[src/rtl/mic_pdm_capture_pkg.sv]
// ============================================================================
//  Module      : mic_pkg
//  Description : Shared types and constants for the PDM microphone capture path.
//  Revision    : 1.0 - initial release
// ============================================================================
`timescale 1ns/1ps
`default_nettype none

package mic_pkg;

    typedef enum logic [0:0] {
        IDLE = 1'b0,
        RUN  = 1'b1
    } state_t;

    localparam int c_CLK_DIV_DEF = 2;
    localparam int c_WORD_W_DEF  = 8;

    // Counter width for values 0..value-1, never narrower than one bit.
    function automatic int clog2(input int value);
        int r;
        r = 1;
        for (int i = 1; i < 31; i++) begin
            if ((1 << i) < value) begin
                r = i + 1;
            end
        end
        return r;
    endfunction

endpackage

`default_nettype wire

[src/rtl/mic_pdm_capture_clk_div.sv]
// ============================================================================
//  Module      : mic_clk_div
//  Description : PDM clock divider; produces mic_clk and a one-cycle sample
//                tick just before each mic_clk falling edge.
//  Revision    : 1.0 - initial release
// ============================================================================
`timescale 1ns/1ps
`default_nettype none

module mic_clk_div
    import mic_pkg::*;
#(
    parameter int CLK_DIV = c_CLK_DIV_DEF
) (
    input  logic clk,
    input  logic reset,
    input  logic i_en,
    input  logic i_clr,
    output logic o_mic_clk,
    output logic o_tick
);

    localparam int c_DIV_W = clog2(CLK_DIV);

    logic [c_DIV_W-1:0] r_div;
    logic               r_mic_clk;
    logic               w_wrap;

    assign w_wrap = (r_div == c_DIV_W'(CLK_DIV - 1));

    always_ff @(posedge clk or negedge reset) begin
        if (!reset) begin
            r_div     <= '0;
            r_mic_clk <= 1'b0;
        end else if (!i_en || i_clr) begin
            r_div     <= '0;
            r_mic_clk <= 1'b0;
        end else if (w_wrap) begin
            r_div     <= '0;
            r_mic_clk <= ~r_mic_clk;
        end else begin
            r_div <= r_div + 1'b1;
        end
    end

    // The tick ignores i_clr so a bit landing on the final RUN cycle is kept.
    assign o_tick    = i_en & w_wrap & r_mic_clk;
    assign o_mic_clk = r_mic_clk;

endmodule

`default_nettype wire

[src/rtl/mic_pdm_capture.sv]
// ============================================================================
//  Module      : mic_pdm_capture
//  Description : PDM mic front end: clocks the mic, packs bits MSB-first into
//                words and writes them to a fifo. Optional MIC_SYNC_EN adds a
//                2-flop input synchronizer with a matching tick delay.
//  Revision    : 1.0 - initial release
// ============================================================================
`timescale 1ns/1ps
`default_nettype none

module mic_pdm_capture
    import mic_pkg::*;
#(
    parameter int CLK_DIV = c_CLK_DIV_DEF,
    parameter int WORD_W  = c_WORD_W_DEF
) (
    input  logic              clk,
    input  logic              reset,
    input  logic              enable,
    input  logic              mic_data,
    input  logic              full,
    output logic              mic_clk,
    output logic              wr,
    output logic [WORD_W-1:0] data_out,
    output logic              overflow,
    output logic              busy
);

    localparam int c_BIT_W = clog2(WORD_W);

    state_t              r_state;
    state_t              w_state_nxt;
    logic                w_run;
    logic                w_tick;
    logic                w_last;
    logic                w_samp_tick;
    logic                w_samp_last;
    logic                w_samp_data;
    logic [c_BIT_W-1:0]  r_bit;
    logic [WORD_W-1:0]   r_shift;
    logic [WORD_W-1:0]   w_word;
    logic                r_wr;
    logic [WORD_W-1:0]   r_data;
    logic                r_ovf;

    always_ff @(posedge clk or negedge reset) begin
        if (!reset) begin
            r_state <= IDLE;
        end else begin
            r_state <= w_state_nxt;
        end
    end

    always_comb begin
        w_state_nxt = r_state;
        w_run       = 1'b0;
        case (r_state)
            IDLE: begin
                if (enable) w_state_nxt = RUN;
            end
            RUN: begin
                w_run = 1'b1;
                if (!enable) w_state_nxt = IDLE;
            end
            default: w_state_nxt = IDLE;
        endcase
    end

    mic_clk_div #(
        .CLK_DIV (CLK_DIV)
    ) u_clk_div (
        .clk       (clk),
        .reset     (reset),
        .i_en      (w_run),
        .i_clr     (~enable),
        .o_mic_clk (mic_clk),
        .o_tick    (w_tick)
    );

    // Bit position is tracked on the undelayed tick so leaving RUN always
    // restarts at bit 0, even with ticks still travelling down the delay line.
    assign w_last = (r_bit == c_BIT_W'(WORD_W - 1));

    always_ff @(posedge clk or negedge reset) begin
        if (!reset) begin
            r_bit <= '0;
        end else if (!w_run) begin
            r_bit <= '0;
        end else if (w_tick) begin
            r_bit <= w_last ? '0 : r_bit + 1'b1;
        end
    end

`ifdef MIC_SYNC_EN
    logic [1:0] r_sync;
    logic [1:0] r_tick_dly;
    logic [1:0] r_last_dly;

    always_ff @(posedge clk or negedge reset) begin
        if (!reset) begin
            r_sync     <= '0;
            r_tick_dly <= '0;
            r_last_dly <= '0;
        end else begin
            r_sync     <= {r_sync[0], mic_data};
            r_tick_dly <= {r_tick_dly[0], w_tick};
            r_last_dly <= {r_last_dly[0], w_tick & w_last};
        end
    end

    assign w_samp_tick = r_tick_dly[1];
    assign w_samp_last = r_last_dly[1];
    assign w_samp_data = r_sync[1];
`else
    assign w_samp_tick = w_tick;
    assign w_samp_last = w_tick & w_last;
    assign w_samp_data = mic_data;
`endif

    assign w_word = {r_shift[WORD_W-2:0], w_samp_data};

    // Stale bits left by an aborted word are shifted out by the next full word.
    always_ff @(posedge clk or negedge reset) begin
        if (!reset) begin
            r_shift <= '0;
        end else if (w_samp_tick) begin
            r_shift <= w_word;
        end
    end

    always_ff @(posedge clk or negedge reset) begin
        if (!reset) begin
            r_wr   <= 1'b0;
            r_data <= '0;
            r_ovf  <= 1'b0;
        end else begin
            r_wr <= 1'b0;
            if (w_samp_last) begin
                if (full) begin
                    r_ovf <= 1'b1;
                end else begin
                    r_wr   <= 1'b1;
                    r_data <= w_word;
                end
            end
        end
    end

    assign wr       = r_wr;
    assign data_out = r_data;
    assign overflow = r_ovf;
    assign busy     = (r_state == RUN);

endmodule

`default_nettype wire

[config.mk]
export PLATFORM = sky130hd
export DESIGN_NAME = mic_pdm_capture
export DESIGN_NICKNAME = d
export VERILOG_FILES = /design/src/rtl/mic_pdm_capture_pkg.sv /design/src/rtl/mic_pdm_capture_clk_div.sv /design/src/rtl/mic_pdm_capture.sv
export SDC_FILE = /design/constraint.sdc
export NUM_CORES = 1
export LEC_CHECK = 0
export ABC_CLOCK_PERIOD_IN_PS = 1550
export BUFFER_PORTS_ARGS = -buffer_cell sky130_fd_sc_hd__buf_2
export CAP_MARGIN = 10
export CORE_MARGIN = 5
export CORE_UTILIZATION = 45
export DETAILED_ROUTE_END_ITERATION = 6
export PLACE_DENSITY = 0.73
export REMOVE_ABC_BUFFERS = 1
export SLEW_MARGIN = 20
export SYNTH_ARGS = -nofsm -noshare
export SYNTH_HDL_FRONTEND = slang
export SYNTH_SLANG_ARGS = --single-unit
[constraint.sdc]
create_clock -name clk -period 1.55 [get_ports clk]
set_input_delay 0.0775 -clock clk [delete_from_list [all_inputs] [get_ports clk]]
set_output_delay 0.0775 -clock clk [all_outputs]
set_load 0.01 [all_outputs]
# Word-level counts from Yosys, hierarchy flattened
# Cells that the tools add are included.
word_totals:
  ff_bits: 23
  latchBits: 0
  mem_bits_rw: 0
  rom_bits: 0
  inputBits: 5
  out_inout_bits: 12
  word_cells: 34
  n_memories: 0
classes:
  addsub: 2
  multipliers: 0
  div_mod_pow: 0
  order_cmp: 0
  n_eq_ne: 2
  n_shift: 0
  n_mux: 11
  n_bitwise: 6
  n_reduce_logical: 5
op_table:
  columns: ["cell", "n"]
  rows:
  - ["3-bit 2-to-1 mux", 3]
  - ["1-bit 2-to-1 mux", 8]
  - ["2-bit AND reduction", 2]
  - ["3-bit by 1-bit adder with 3-bit output, second input constant", 1]
  - ["1-bit bitwise AND", 3]
  - ["3-bit == test, second input constant", 1]
  - ["1-bit inverter", 3]
  - ["2-bit inequality test, second input constant", 1]
  - ["2-bit nonzero test", 1]
  - ["1-bit adder, second input constant", 1]
  - ["1-bit zero test", 1]
  - ["1-bit logical OR", 1]

# Logic depth before layout (Yosys ltp)
# Gate-level depths: netlist of the first run.
depth:
  ltp_word: 5
  mapped_depth: 6
  mapped_depth_nobuf: 5

# Hierarchy
# From an unflattened synthesis of the first run, not the netlist that was laid out.
unflattened:
  cells_unflattened: 57
  hier_area_um2: 903.4
by_module_without_submodules:
  columns: ["module", "n_inst", "cells_per_inst", "area_each_um2", "seq_area_each_um2"]
  rows:
  - ["mic_pdm_capture", 1, 50, 823.3, 525.5]
  - ["mic_clk_div", 1, 7, 80.1, 50.0]

# Worst setup path before layout of the first run
# OpenSTA, ideal clock, no wires.
synth_timing:
  path_kind: "flip-flop to flip-flop"
  from: "register r_bit[0]"
  to: "register r_data[0] (netlist: data_out[0])"
  arrival_time_ps: 1446
  required_ps: 1425
  path_slack_ps: -21
  stages_incl_launch_ff: 7
  path_buffers: 1
  path_cell_list: "dfrtp_1 ha_1 ha_1 nand2_1 or3_1 buf_6 mux2_4"
synth_via:
  elab_chain_len: 3
synth_rtl:
  columns: ["item", "line_no", "text"]
  rows:
  - ["from (decl)", "mic_pdm_capture.sv:39", "logic [c_BIT_W-1:0] r_bit;"]
  - ["from (signal assigned)", "mic_pdm_capture.sv:90", "r_bit <= w_last ? '0 : r_bit + 1'b1;"]
  - ["3-bit == test", "mic_pdm_capture.sv:82", "assign w_last = (r_bit == c_BIT_W'(WORD_W - 1));"]
  - ["1-bit bitwise AND", "mic_pdm_capture.sv:116", "assign w_samp_last = w_tick & w_last;"]
  - ["2-bit AND reduction (no line)", null, null]
  - ["to (signal assigned)", "mic_pdm_capture.sv:143", "r_data <= w_word;"]
  - ["to (decl)", "mic_pdm_capture.sv:43", "logic [WORD_W-1:0] r_data;"]
# No other way between the ends.
# A chain may end at the register's enable or synchronous reset.

# Worst setup path after layout of the first run
# Ends and elaborated chain as after synthesis.

==> results of run 1 <==
-- cell usage in the layout, fill, tap and decap left out, drive strengths merged --
| master | n |
|---|---|
| a21boi | 2 |
| ha | 2 |
| nor2b | 1 |
| or3 | 1 |
| nand3 | 3 |
| nand2 | 6 |
| inv | 1 |
| o21bai | 1 |
| clkinv | 1 |
| buf | 24 |
| mux2i | 1 |
| dlygate4sd3 | 2 |
| mux2 | 15 |
| nor2 | 3 |
| dfrtp | 23 |
| xnor2 | 1 |
| clkbuf | 3 |
-- how the worst max path moves through the flow --
stage / endpoint / slack [ps] / cells after the start
4_1_cts: data_out[2] / -50 / 6
6_report: data_out[0] / -70 / 6
3_3_place_gp: data_out[2] / -30 / 6
3_5_place_dp: data_out[7] / -50 / 6
5_1_grt: data_out[2] / -130 / 6
2_1_floorplan: data_out[0] / -120 / 5
-- flip-flops by register name, indices dropped and copies added (netlist names) --
register	count
r_shift	7
r_bit	3
busy	1
u_clk_div.o_mic_clk	1
wr	1
overflow	1
u_clk_div.r_div	1
data_out	8
-- kinds of logic after synthesis --
logic type | Yosys count
flops | 23
compound gates | 3
fa+ha+maj | 2
simple gates | 14
buf+inv | 3
mux | 16
xor+xnor | 1
-- metrics by stage --
stage	setup WS, ps	instance area, um2
CTS	-50.4	1130
global placement	-33.4	1070
floorplan	-116	908
global route	-131	1160
detailed placement	-49.7	1070
finish	-68.9	1160
-- worst max-delay path, delay by kind of cell (launching register included) --
family / cells / cell delay, ps
AND/OR/NAND/NOR: 2 / 390
flip-flops: 1 / 370
adder cells (fa/ha/maj): 2 / 320
multiplexers: 1 / 290
buffers and inverters: 1 / 150
-- timing repair --
| item | in CTS | in global routing |
|---|---|---|
| hold buffers | 2 | 0 |
| cloned | 0 | 1 |
| hold endpoints to repair | 24 | 0 |
| gates resized for setup | 1 | 7 |
| endpoints found under the setup margin | 8 | 8 |
-- metal layers --
layer  global-route usage  wire length [um]  vias to the layer above
met2                0.172               801                       11
met5                    0                 0                        -
li1                     -                 -                      266
met4               0.0729                21                        0
met3               0.0326                64                        2
met1                0.130               702                      284
-- power by group --
group	total, uW	switching, uW	internal (uW)
clock network	265	169	96.1
registers	625	10.6	614
logic	53.9	27.0	26.9
-- synth_stat cells --
library cell and n:
nor2_1 3, inv_1 1, or3_1 1, mux2_2 7, xnor2_1 1, o21bai_1 1, nor2b_1 1, buf_6 1
nand2_2 1, nand2_1 5, ha_1 2, dfrtp_1 23, buf_2 1, a21boi_0 2, nand3_1 3, mux2i_1 1
mux2_4 8
-- area by class of cell --
class | instances | area (um2)
inverter | 1 | 3.75
sequential | 23 | 576
tap | 27 | 33.8
fill | 175 | 802
timing repair buffer | 26 | 168
clock inverter | 1 | 5.00
multi-input combinational | 36 | 352
clock buffer | 3 | 22.5
==> metrics.csv, run 1 <==
stage;metric;value;unit
timing;fin_crit;1620;ps
grt;antenna_found_initial;0;
timing;hold_viol;0;
synth;synthXorXnorAreaFrac;0.00947;
min_path;hold_path.class;input pin to register;
die;fp.coreArea;1960;um2
critical_path;r2r_start;r_bit[0];
synth;ys_seq_area_frac;0.622;
power_and_ir_drop;p_per_area;813;nW/um2
critical_path;cp.required;1740;ps
die;rows;16;
grt;grt-ovfl-total;0;
cells_and_area;fin_util;0.591;
cts;cts-root-buf;clkbuf_4;
synth;synth_compound_area_frac;0.0244;
route;drc;0;
die;die_h;55.3;um
cells_and_area;area_growth;25.4;%
grt;grt_pass1_vias;563;
timing;rsz0062_at_grt;yes;
power_and_ir_drop;p_leak;0.000636;uW
grt;grt_pass1_wl;2.59;mm
min_path;holdCritStartpoint;mic_data;
cells_and_area;nNetsFinal;98;
placed_design;routabilityCongestion;0.700;
route;drt_iter0_drc;5;
outcome;status;finished with violations;
critical_path;cp-start-kind;register;
placed_design;hpwlAfterDp;1.09;mm
die;dieArea;3060;um2
synth;synth-simple-area-share;0.0690;
timing;tightest_slew;493;ps
cts;clock_latency;300;ps
cells_and_area;n_antenna_cell;0;
placed_design;dpl.cell_count;110;
synth;yosysTopAreaCellShare;0.622;
route;finalWirelength;1.59;mm
route;ant_nets;0;
critical_path;crit_path_top_delay_cell;dfrtp_1;
cts;cts_setup_buffers;0;
cts;path_clk_slew;130;ps
critical_path;reg2reg_to;data_out[0];
synth;synthAdderAreaFrac;0.0271;
power_and_ir_drop;ir_drop;0.000489;V
route;via_per_inst;4.81;
timing;fmax;0.618;GHz
synth;syn_inst;62;
timing;hold_ws;18.8;ps
timing;maxSlewViolCount;0;
grt;grt_max_degree;24;
min_path;holdPathEnd;r_shift[0];
synth;avgSynthCellArea;14.9;um2
min_path;hold_depth;2;
die;dieWidth;55.3;um
critical_path;path_cells;ha_2, ha_4, nand2_2, or3_4, buf_6, mux2_4;
power_and_ir_drop;power;943;uW
job;maxCapViolCount;0;
grt;grt.total_usage;0.110;
route;drt_pass1_iterations;4;
synth;synth_cell_types;17;
timing;period_share;1.04;
synth;yosysTopAreaCell;dfrtp_1;
cts;cts_max_path_buffers;2;
synth;syn_area;925;um2
critical_path;reg2reg_setup_slack;-70;ps
synth;ys_seq_elements;23;
timing;setup_ws;-68.9;ps
cts;cts_tree;built;
cts;cts_sinks;23;
outcome;violations;setup timing;
route;vias;563;
critical_path;critPathMaxFanout;5;
cells_and_area;final_cells;117;
critical_path;critPathArrivalTime;1810;ps
route;wl_per_cell;13.6;um
synth;synthMuxAreaShare;0.226;
timing;fin_skew;12.5;ps
die;start_util;0.471;
synth;ys_top_cells_by_area;dfrtp_1, mux2_4, mux2_2, ha_1, nand2_1;
timing;finalSetupViolCount;8;
timing;slew_headroom;0.672;
critical_path;crit_type;register to register;
cts;cts_buffers;3;
critical_path;crit_start;r_bit[0];
cts;cts_max_level;1;
synth;ys_warn_count;0;
critical_path;max_stage_delay;370;ps
critical_path;crit_path_end_kind;register;
timing;tns;-455;ps
placed_design;io_buffers;16;
critical_path;reg2reg_depth;6;
cells_and_area;layout-drive-gt1-share;0.533;
synth;synth_top_family_by_area;multiplexers;
die;num_io_pins;17;
No activity file was read; power rests on OpenSTA's default activity.
==> run 2, diff against run 1 <==
- CORE_ASPECT_RATIO: unset -> 0.8
==> metrics.csv, run 2 (same netlist as run 1, synthesis figures left out) <==
stage;metric;value;unit;change
die;dieWidth;60.7;um;+9.7%
timing;finalSetupViolCount;8;;unchanged
cells_and_area;layout-drive-gt1-share;0.516;;-0.0168
critical_path;critPathArrivalTime;1840;ps;+30 ps
power_and_ir_drop;p_leak;0.000638;uW;+0.33%
cts;cts-root-buf;clkbuf_4;;
die;start_util;0.480;;+0.00857
cts;cts_sinks;23;;unchanged
critical_path;crit_path_end_kind;register;;
power_and_ir_drop;p_per_area;815;nW/um2;+0.22%
grt;grt_max_degree;24;;unchanged
critical_path;crit_type;register to register;;
cells_and_area;nNetsFinal;99;;+1.0%
cts;cts_buffers;3;;unchanged
route;drt_pass1_iterations;4;;unchanged
outcome;status;finished with violations;;
critical_path;critPathMaxFanout;5;;unchanged
cts;path_clk_slew;120;ps;about the same
die;die_h;50.5;um;-8.6%
critical_path;cp-start-kind;register;;
timing;tightest_slew;506;ps;+12.9 ps
timing;hold_viol;0;;unchanged
timing;period_share;1.06;;+0.0154
die;rows;14;;-2
timing;tns;-654;ps;-199 ps
route;vias;541;;-3.9%
job;maxCapViolCount;0;;unchanged
timing;rsz0062_at_grt;yes;;
cts;clock_latency;310;ps;about the same
cells_and_area;fin_util;0.605;;+0.0133
cells_and_area;layout_commonest_cell;dfrtp_1;;
route;drc;0;;unchanged
route;via_per_inst;4.70;;-2.2%
die;num_io_pins;17;;unchanged
cells_and_area;register_area;576;um2;unchanged
power_and_ir_drop;seq_power_share;0.658;;-0.004
power_and_ir_drop;internal_power;741;uW;+0.60%
route;wl_per_cell;14.5;um;+6.7%
die;fp.coreArea;1930;um2;-1.8%
cts;cts_max_level;1;;unchanged
min_path;hold_path.class;input pin to register;;
cells_and_area;n_antenna_cell;0;;unchanged
outcome;violations;setup timing;;
timing;fin_skew;6.68;ps;-5.85 ps
placed_design;io_buffers;16;;unchanged
timing;setup_ws;-92.8;ps;-23.9 ps
route;finalWirelength;1.67;mm;+4.9%
placed_design;pre_cts_slack;-47.9;ps;+1.78 ps
power_and_ir_drop;ir_drop;0.000649;V;+33%
timing;fmax;0.609;GHz;-1.5%
grt;grt_pass1_wl;2.80;mm;+8.0%
power_and_ir_drop;swShare;0.219;;+0.000446
cells_and_area;largest_reg_flops;8;;unchanged
timing;slew_headroom;0.663;;-0.00857
grt;antenna_found_initial;0;;unchanged
grt;grt_pass1_vias;599;;+6.4%
power_and_ir_drop;p_comb_frac;0.057;;about the same
grt;grt-ovfl-total;0;;unchanged
cells_and_area;multi_input_area;352;um2;unchanged
cts;cts_max_path_buffers;2;;unchanged
power_and_ir_drop;clkPwrFrac;0.285;;+0.004
critical_path;cp.required;1750;ps;about the same
route;ant_nets;0;;unchanged
cells_and_area;area_growth;26.0;%;
route;drt_iter0_drc;6;;+1
cts;cts_tree;built;;
timing;fin_crit;1640;ps;+23.9 ps
power_and_ir_drop;p_switching;208;uW;+0.86%
placed_design;routabilityCongestion;0.691;;-1.2%
timing;maxSlewViolCount;0;;unchanged
cells_and_area;mostFrequentLayoutCells;dfrtp_1, buf_2, mux2_4;;
die;dieArea;3070;um2;+0.18%
cells_and_area;fillerInstances;156;;-11%
grt;grt.total_usage;0.126;;+0.0160
## run 2: cell types whose count changed in the layout (fill, tap and decap cells not counted)
| cell | delta |
|---|---|
| clkbuf_1 | +1 |
| clkinv_2 | -1 |
| dlygate4sd3_1 | +1 |
## run 2: final timing paths
| kind | start | endpoint | slack, ps | depth (start not counted) |
|---|---|---|---|---|
| setup / recovery | r_bit[1] | data_out[6] | -90 | 6 |
| hold / removal | full | overflow | 20 | 3 |
| setup reg to reg | r_bit[1] | data_out[6] | -90 | 6 |
| hold reg to reg | overflow | overflow | 490 | 1 |
| max in group asynchronous | reset | data_out[7] | 960 | 2 |
| min in group asynchronous | reset | u_clk_div.o_mic_clk | 250 | 2 |
## run 2: power by group through the flow
stage,clock network (uW),logic (uW),registers (uW)
final,271,54.0,625
after CTS,279,52.8,625
after detailed placement,0,48.8,637
after global placement,0,47.1,637
after global routing,310,61.4,628
after floorplan,0,16.5,638
## run 2: worst max-delay path, cell delays in order (launching register included)
cell,delay [ps]
dfrtp_1,390
ha_2,200
ha_4,130
nand2_2,40
or3_4,340
buf_6,150
mux2_4,290
## run 2: repair_timing
| item | 4_1_cts | 5_1_grt |
|---|---|---|
| endpoints found under the hold margin | 24 | 1 |
| setup buffers | 0 | 1 |
| setup endpoints to repair | 8 | 8 |
| hold buffers | 2 | 1 |
| gates resized for setup | 3 | 4 |
## run 2: metrics by stage
stage | total power (uW) | cells | area, um2 | hold slack, ps
3_3_place_gp | 684 | 107 | 1070 | 70.8
2_1_floorplan | 654 | 60 | 908 | -218
5_1_grt | 1000 | 115 | 1160 | 5.96
4_1_cts | 957 | 113 | 1130 | 2.87
3_5_place_dp | 685 | 107 | 1070 | 79.0
6_report | 949 | 115 | 1160 | 20.1
## run 2: cell type report
class                           instances  area share
Clock buffer                            4      0.0226
Inverter                                1     0.00322
Multi-Input combinational cell         36       0.302
Sequential cell                        23       0.494
Tap cell                               24      0.0258
Timing Repair Buffer                   27       0.153
## run 2: metal layers
metal / wire, um / GRT usage / vias to the layer above
li1: - / - / 270
met1: 780 / 0.162 / 260
met2: 759 / 0.187 / 9
met3: 113 / 0.0667 / 2
met4: 13 / 0.0325 / 0
met5: 0 / 0 / -
